## src/rtl/i2s_bram_pkg.sv

```systemverilog
// Shared definitions for the I2S BRAM writer/reader pair: FSM state encoding and BRAM write constants.
package i2s_bram_pkg;

    typedef enum logic [1:0] {
        IDLE   = 2'd0,
        WRITE  = 2'd1,
        HEADER = 2'd2,
        DONE   = 2'd3
    } state_t;

    localparam logic [31:0] BRAM_ADDR_INCREMENT = 32'd4;
    localparam logic [3:0]  BRAM_WE_ALL         = 4'hF;

endpackage

```

## src/rtl/bram_stream_writer_if.sv

```systemverilog
// Sample stream handshake between the audio source (master) and the BRAM writer (slave).
interface bram_stream_writer_if;

    logic [31:0] s_data;
    logic        s_valid;
    logic        s_ready;

    modport master (output s_data, output s_valid, input s_ready);
    modport slave  (input s_data, input s_valid, output s_ready);

endinterface

```

## src/rtl/bram_stream_writer.sv

```systemverilog
// Captures NUM_WORDS stream samples per armed frame into a BRAM port.
// Optional macro BRAM_STREAM_WRITER_HEADER_EN adds a frame-number header word at BASE_ADDR.
module bram_stream_writer
    import i2s_bram_pkg::*;
#(
    parameter int unsigned NUM_WORDS = 256,
    parameter logic [31:0] BASE_ADDR = 32'h0
) (
    input  logic                       clk,
    input  logic                       rst,
    bram_stream_writer_if.slave        s_if,
    input  logic                       arm,
    output logic                       busy,
    output logic                       done,
    output logic [31:0]                frame_count,
    output logic [31:0]                BRAM_addr,
    output logic [31:0]                BRAM_din,
    output logic [3:0]                 BRAM_we,
    output logic                       BRAM_en,
    output logic                       BRAM_rst,
    output logic                       BRAM_clk,
    input  logic [31:0]                BRAM_dout
);

`ifdef BRAM_STREAM_WRITER_HEADER_EN
    localparam logic [31:0] HOFS = 32'd4;
`else
    localparam logic [31:0] HOFS = 32'd0;
`endif
    localparam logic [15:0] LAST_IDX = 16'(NUM_WORDS - 1);

    state_t      r_state;
    logic [15:0] r_index;
    logic [31:0] r_frame_count;
    logic [31:0] r_addr;
    logic [31:0] r_din;
    logic [3:0]  r_we;
    logic        r_en;
    logic        r_bram_rst;

    logic        w_accept;
    logic        w_last;
    logic [31:0] w_payload_addr;
    logic        w_unused_dout;

    assign w_accept       = s_if.s_valid && (r_state == WRITE);
    assign w_last         = (r_index == LAST_IDX);
    assign w_payload_addr = BASE_ADDR + HOFS + BRAM_ADDR_INCREMENT * {16'd0, r_index};
    assign w_unused_dout  = ^BRAM_dout;

    always_ff @(posedge clk or posedge rst) begin
        if (rst) begin
            r_state       <= IDLE;
            r_index       <= 16'd0;
            r_frame_count <= 32'd0;
            r_addr        <= 32'd0;
            r_din         <= 32'd0;
            r_we          <= 4'h0;
            r_en          <= 1'b0;
            r_bram_rst    <= 1'b1;
        end else begin
            r_bram_rst <= 1'b0;
            r_en       <= 1'b0;
            r_we       <= 4'h0;
            case (r_state)
                IDLE: begin
                    if (arm) begin
                        r_index <= 16'd0;
                        r_state <= WRITE;
                    end
                end
                WRITE: begin
                    if (w_accept) begin
                        r_en    <= 1'b1;
                        r_we    <= BRAM_WE_ALL;
                        r_addr  <= w_payload_addr;
                        r_din   <= s_if.s_data;
                        r_index <= r_index + 16'd1;
                        if (w_last) begin
`ifdef BRAM_STREAM_WRITER_HEADER_EN
                            r_state <= HEADER;
`else
                            r_state <= DONE;
`endif
                        end
                    end
                end
`ifdef BRAM_STREAM_WRITER_HEADER_EN
                // Header carries the number this frame will have once DONE commits it.
                HEADER: begin
                    r_en    <= 1'b1;
                    r_we    <= BRAM_WE_ALL;
                    r_addr  <= BASE_ADDR;
                    r_din   <= r_frame_count + 32'd1;
                    r_state <= DONE;
                end
`endif
                DONE: begin
                    r_frame_count <= r_frame_count + 32'd1;
                    r_state       <= IDLE;
                end
                default: r_state <= IDLE;
            endcase
        end
    end

    assign s_if.s_ready = (r_state == WRITE);
    assign busy         = (r_state != IDLE);
    assign done         = (r_state == DONE);
    assign frame_count  = r_frame_count;
    assign BRAM_addr    = r_addr;
    assign BRAM_din     = r_din;
    assign BRAM_we      = r_we;
    assign BRAM_en      = r_en;
    assign BRAM_rst     = r_bram_rst;
    assign BRAM_clk     = clk;

endmodule

```

## src/flat_wrapper.sv

```systemverilog
// flat-port wrapper written by rule: the top's interface ports become plain ports
module bram_stream_writer_flat import i2s_bram_pkg::*;
#(
    parameter int unsigned NUM_WORDS = 256,
    parameter logic [31:0] BASE_ADDR = 32'h0
)
  (clk, rst, arm, busy, done, frame_count, BRAM_addr, BRAM_din, BRAM_we, BRAM_en, BRAM_rst, BRAM_clk, BRAM_dout, s_if_s_data, s_if_s_valid, s_if_s_ready);
  bram_stream_writer_if s_if_i ();
  input  logic clk;
  input  logic rst;
  input  logic arm;
  output logic busy;
  output logic done;
  output logic [31:0] frame_count;
  output logic [31:0] BRAM_addr;
  output logic [31:0] BRAM_din;
  output logic [3:0] BRAM_we;
  output logic BRAM_en;
  output logic BRAM_rst;
  output logic BRAM_clk;
  input  logic [31:0] BRAM_dout;
  input wire logic [$bits(s_if_i.s_data)-1:0] s_if_s_data;
  input wire logic [$bits(s_if_i.s_valid)-1:0] s_if_s_valid;
  output wire logic [$bits(s_if_i.s_ready)-1:0] s_if_s_ready;
  assign s_if_i.s_data = s_if_s_data;
  assign s_if_i.s_valid = s_if_s_valid;
  assign s_if_s_ready = s_if_i.s_ready;
  bram_stream_writer #(.NUM_WORDS(NUM_WORDS), .BASE_ADDR(BASE_ADDR)) u_core (.clk(clk), .rst(rst), .s_if(s_if_i), .arm(arm), .busy(busy), .done(done), .frame_count(frame_count), .BRAM_addr(BRAM_addr), .BRAM_din(BRAM_din), .BRAM_we(BRAM_we), .BRAM_en(BRAM_en), .BRAM_rst(BRAM_rst), .BRAM_clk(BRAM_clk), .BRAM_dout(BRAM_dout));
endmodule
```

## config.mk

```make
export PLATFORM = sky130hd
export DESIGN_NAME = bram_stream_writer_flat
export DESIGN_NICKNAME = d
export VERILOG_FILES = /design/src/rtl/i2s_bram_pkg.sv /design/src/rtl/bram_stream_writer_if.sv /design/src/rtl/bram_stream_writer.sv /design/src/flat_wrapper.sv
export SDC_FILE = /design/constraint.sdc
export NUM_CORES = 1
export LEC_CHECK = 0
export CORE_MARGIN = 2
export CORE_UTILIZATION = 43
export CTS_CLUSTER_SIZE = 25
export DETAILED_ROUTE_END_ITERATION = 6
export PLACE_DENSITY = 0.8
export SYNTH_ARGS = -nofsm -noshare
export SYNTH_HDL_FRONTEND = slang
export SYNTH_SLANG_ARGS = --single-unit
```

## constraint.sdc

```tcl
create_clock -name clk -period 3.32 [get_ports clk]
set_input_delay 0.332 -clock clk [delete_from_list [all_inputs] [get_ports clk]]
set_output_delay 0.332 -clock clk [all_outputs]
set_load 0.005 [all_outputs]
```

Word-level counts from Yosys, hierarchy flattened
Cells that the tools add are included.
{"block": "op_classes", "n_addsub": 2, "n_mux": 11, "reduce_logical": 7, "n_eq_ne": 6}
{"operator": "adder 32 x 1 -> 32 bit (second input constant)", "n": 1}
{"operator": "two-way mux 16 bit", "n": 2}
{"operator": "case mux 16 bit (2 select lines)", "n": 1}
{"operator": "adder 16 x 1 -> 16 bit (second input constant)", "n": 1}
{"operator": "equality test 16 x 8 -> 1 bit (second input constant)", "n": 1}
{"operator": "two-way mux 4 bit", "n": 2}
{"operator": "two-way mux 2 bit", "n": 3}
{"operator": "AND reduction 3 bit", "n": 2}
{"operator": "!= test 2 x 1 -> 1 bit (second input constant)", "n": 2}
{"operator": "case mux 2 bit (2 select lines)", "n": 1}
{"operator": "nonzero test 2 bit", "n": 2}
{"operator": "equality test 2 x 1 -> 1 bit (second input constant)", "n": 1}
{"operator": "equality test 2 bit (second input constant)", "n": 1}
{"operator": "zero test 2 bit", "n": 1}
{"operator": "two-way mux 1 bit", "n": 2}
{"operator": "!= test 2 bit (second input constant)", "n": 1}
{"operator": "AND reduction 2 bit", "n": 1}
{"operator": "logical AND 1 bit", "n": 1}
{"block": "totals", "regBits": 104, "out_inout_bits": 106, "inputBits": 68, "elab_cells": 34}

Logic depth before layout (Yosys ltp)
{"block": "logic_depth", "depth_word": 4, "ltp_mapped": 7}

==> results.ini <==
[floorplanning]
die_area_um2=10900
start_util_pct=44.4
die_w_um=104
fp.dieH_um=104
core_um2=9770
num_io_pins=174
placementRows=36

[detailed_routing]
drt_first_pass_iters=4
route.detailed.drc=0
viasPerCell=4.85
wl_per_cell_um=13.6
first_iter_violations=178
detailroute.via_count=3435
antenna_left=0
routed_wirelength_mm=9.60

[timing]
rsz0062_at_grt=no
setup_viol=0
finalMaxSlewViolations=0
tns_ns=0
worst_slew_pin_slew_ns=0.864
final-hold-violation-count=0
maxSlewHeadroom_pct=41.9
final.setup_skew_ns=0.00763

[yosys]
ys_seq_area_share_pct=57.7
yosys.area.top_type=dfrtp_1
synthArstFlopShare_pct=100
ys_top_cells_by_area=dfrtp_1, nand2_1, xnor2_1
yosys.area_share.adder_pct=0.576
muxShareOfSynthArea_pct=0.490
synth_top_area_share_pct=57.1
syn_area_per_cell_um2=9.76
ys_types=39
yosys.area_share.simple_pct=25.1
synthCells=445
synth-compound-area-share_pct=2.42
ys_seq_elements=100
syn-cell-area_um2=4340
synthFlopType=dfrtp_1
synth_xor_xnor_area_share_pct=8.07
synth_top_family_by_area=simple AND/OR/NAND/NOR gates
synth_edf_count=0
yosys_warnings=0

[pwr]
ir_drop_mv=0.270
p_leak_nw=2.74
power-per-cell-area_nw_per_um2=445

[clock_tree]
clock_latency_ns=0.46
cts_setup_buffers=0
hold_buffers=0
cts.clk_slew.worst_paths_ns=0.09
cts_resized=0
cts_tree=done

[worst_hold_path]
min_path_type=in -> async

[run_status]
status=complete, no violations

[place]
gp_congestion=0.886
io_buffers=125
hpwl_mm=6.91

[worst_setup_path]
worstPathRequired_ns=2.99
cp_max_fo=2
reg2regPathDepth=5
cp-start-kind=clock port
worstSetupPathType=clk -> out
arrival_ns=2.32
crit_path_end_kind=output port

[global_routing]
grt_pass1_wl_mm=16.2
grt_pass1_vias=3389
track_usage_pct=18.2
grt_max_degree=60
antenna_found_initial=0
gr-total-overflow=0

[final_layout]
multi_input_area_um2=1660
area_growth_pct=35.3
finish.utilization_pct=60.1
final_cell_mix=nand2_1, clkdlybuf4s50_1, dfrtp_1
n_antenna_cell=0
final_net_count=640
layout-drive-gt1-share_pct=5.39
layout_commonest_cell=nand2_1
fillers=857
seqCellArea_um2=2500

[job]
maxCapViolations=0

==> critical path: stages <==
cell and delay (ns):
clkbuf_8 0.11, clkbuf_8 0.11, clkdlybuf4s50_1 0.44
==> power by group <==
group	internal (W)	switching [W]
registers	0.00132	0.0000796
clock network	0.000432	0.000401
logic	0.000220	0.000162
total	0.00197	0.000643
==> state kept, by name, summed over array words and instances (netlist names) <==
register / flops
u_core.BRAM_rst: 1
u_core.r_index: 16
u_core.BRAM_we: 1
u_core.BRAM_addr: 16
u_core.r_state: 2
u_core.BRAM_din: 32
u_core.frame_count: 32
==> kinds of logic (layout without fill, tap and decap cells) <==
family	count (synthesis)	count (layout)
multiplexers	2	2
AO/OA/AOI/OAI	17	17
flip-flops	100	100
AND/OR/NAND/NOR	241	241
buffers and inverters	42	156
XOR/XNOR	40	40
other	1	17
adder cells (fa/ha/maj)	2	2
==> metal layers <==
layer	up-vias	part of all wire [%]	track usage, %
li1	1674	-	-
met1	1645	45	23.5
met2	106	49	29.9
met3	10	5.2	5.14
met4	0	1.3	5.12
met5	-	0	0
==> through the flow <==
step	power (W)	hold WS (ns)	area, µm²	worst slack, ns	instances
5_1_grt	0.00278	0.384	5870	0.654	708
4_1_cts	0.00266	0.371	5870	0.661	708
3_5_place_dp	0.00184	0.462	5650	0.787	689
3_3_place_gp	0.00182	0.459	5650	0.856	689
2_1_floorplan	0.00161	0.413	4400	0.371	461
6_report	0.00261	0.337	5870	0.669	708
==> cell type report <==
cell class | count | share of cell area, %
sequential | 100 | 42.6
timing repair buffer | 131 | 22.0
inverter | 5 | 0.362
multi-input combinational | 319 | 28.2
clock inverter | 1 | 0.0852
clock buffer | 19 | 3.88
tap | 133 | 2.83
==> synth_stat cells, types with 2 or more instances <==
cell       number
nand2_1       155
dfrtp_1        99
xnor2_1        29
buf_4          22
nand4_1        18
nor2_1         17
nand3_1        15
clkbuf_1       13
xor2_1         11
and3_1          7
nor4_1          6
o21ai_0         6
a21oi_1         5
inv_1           5
nor3_1          4
or3_1           4
a2111oi_0       2
and4_1          2
ha_1            2
o31ai_1         2
or2_2           2
or4_1           2
==> path summary, 6_finish.rpt <==
| kind | start | end | slack (ns) |
|---|---|---|---|
| max in group asynchronous | rst | u_core.BRAM_din[13]$_DFFE_PP0P_ | 2.14 |
| worst max register to register | u_core.r_state[1]$_DFFE_PP0P_ | u_core.BRAM_din[7]$_DFFE_PP0P_ | 0.97 |
| worst max-delay path | clk | BRAM_clk | 0.67 |
| min in group clk | s_if_s_data[15] | u_core.BRAM_din[15]$_DFFE_PP0P_ | 0.40 |
| worst min-delay path | rst | u_core.BRAM_din[15]$_DFFE_PP0P_ | 0.34 |
| worst min register to register | u_core.BRAM_din[5]$_DFFE_PP0P_ | u_core.BRAM_din[5]$_DFFE_PP0P_ | 0.47 |
No activity file was read; power rests on OpenSTA's default activity.
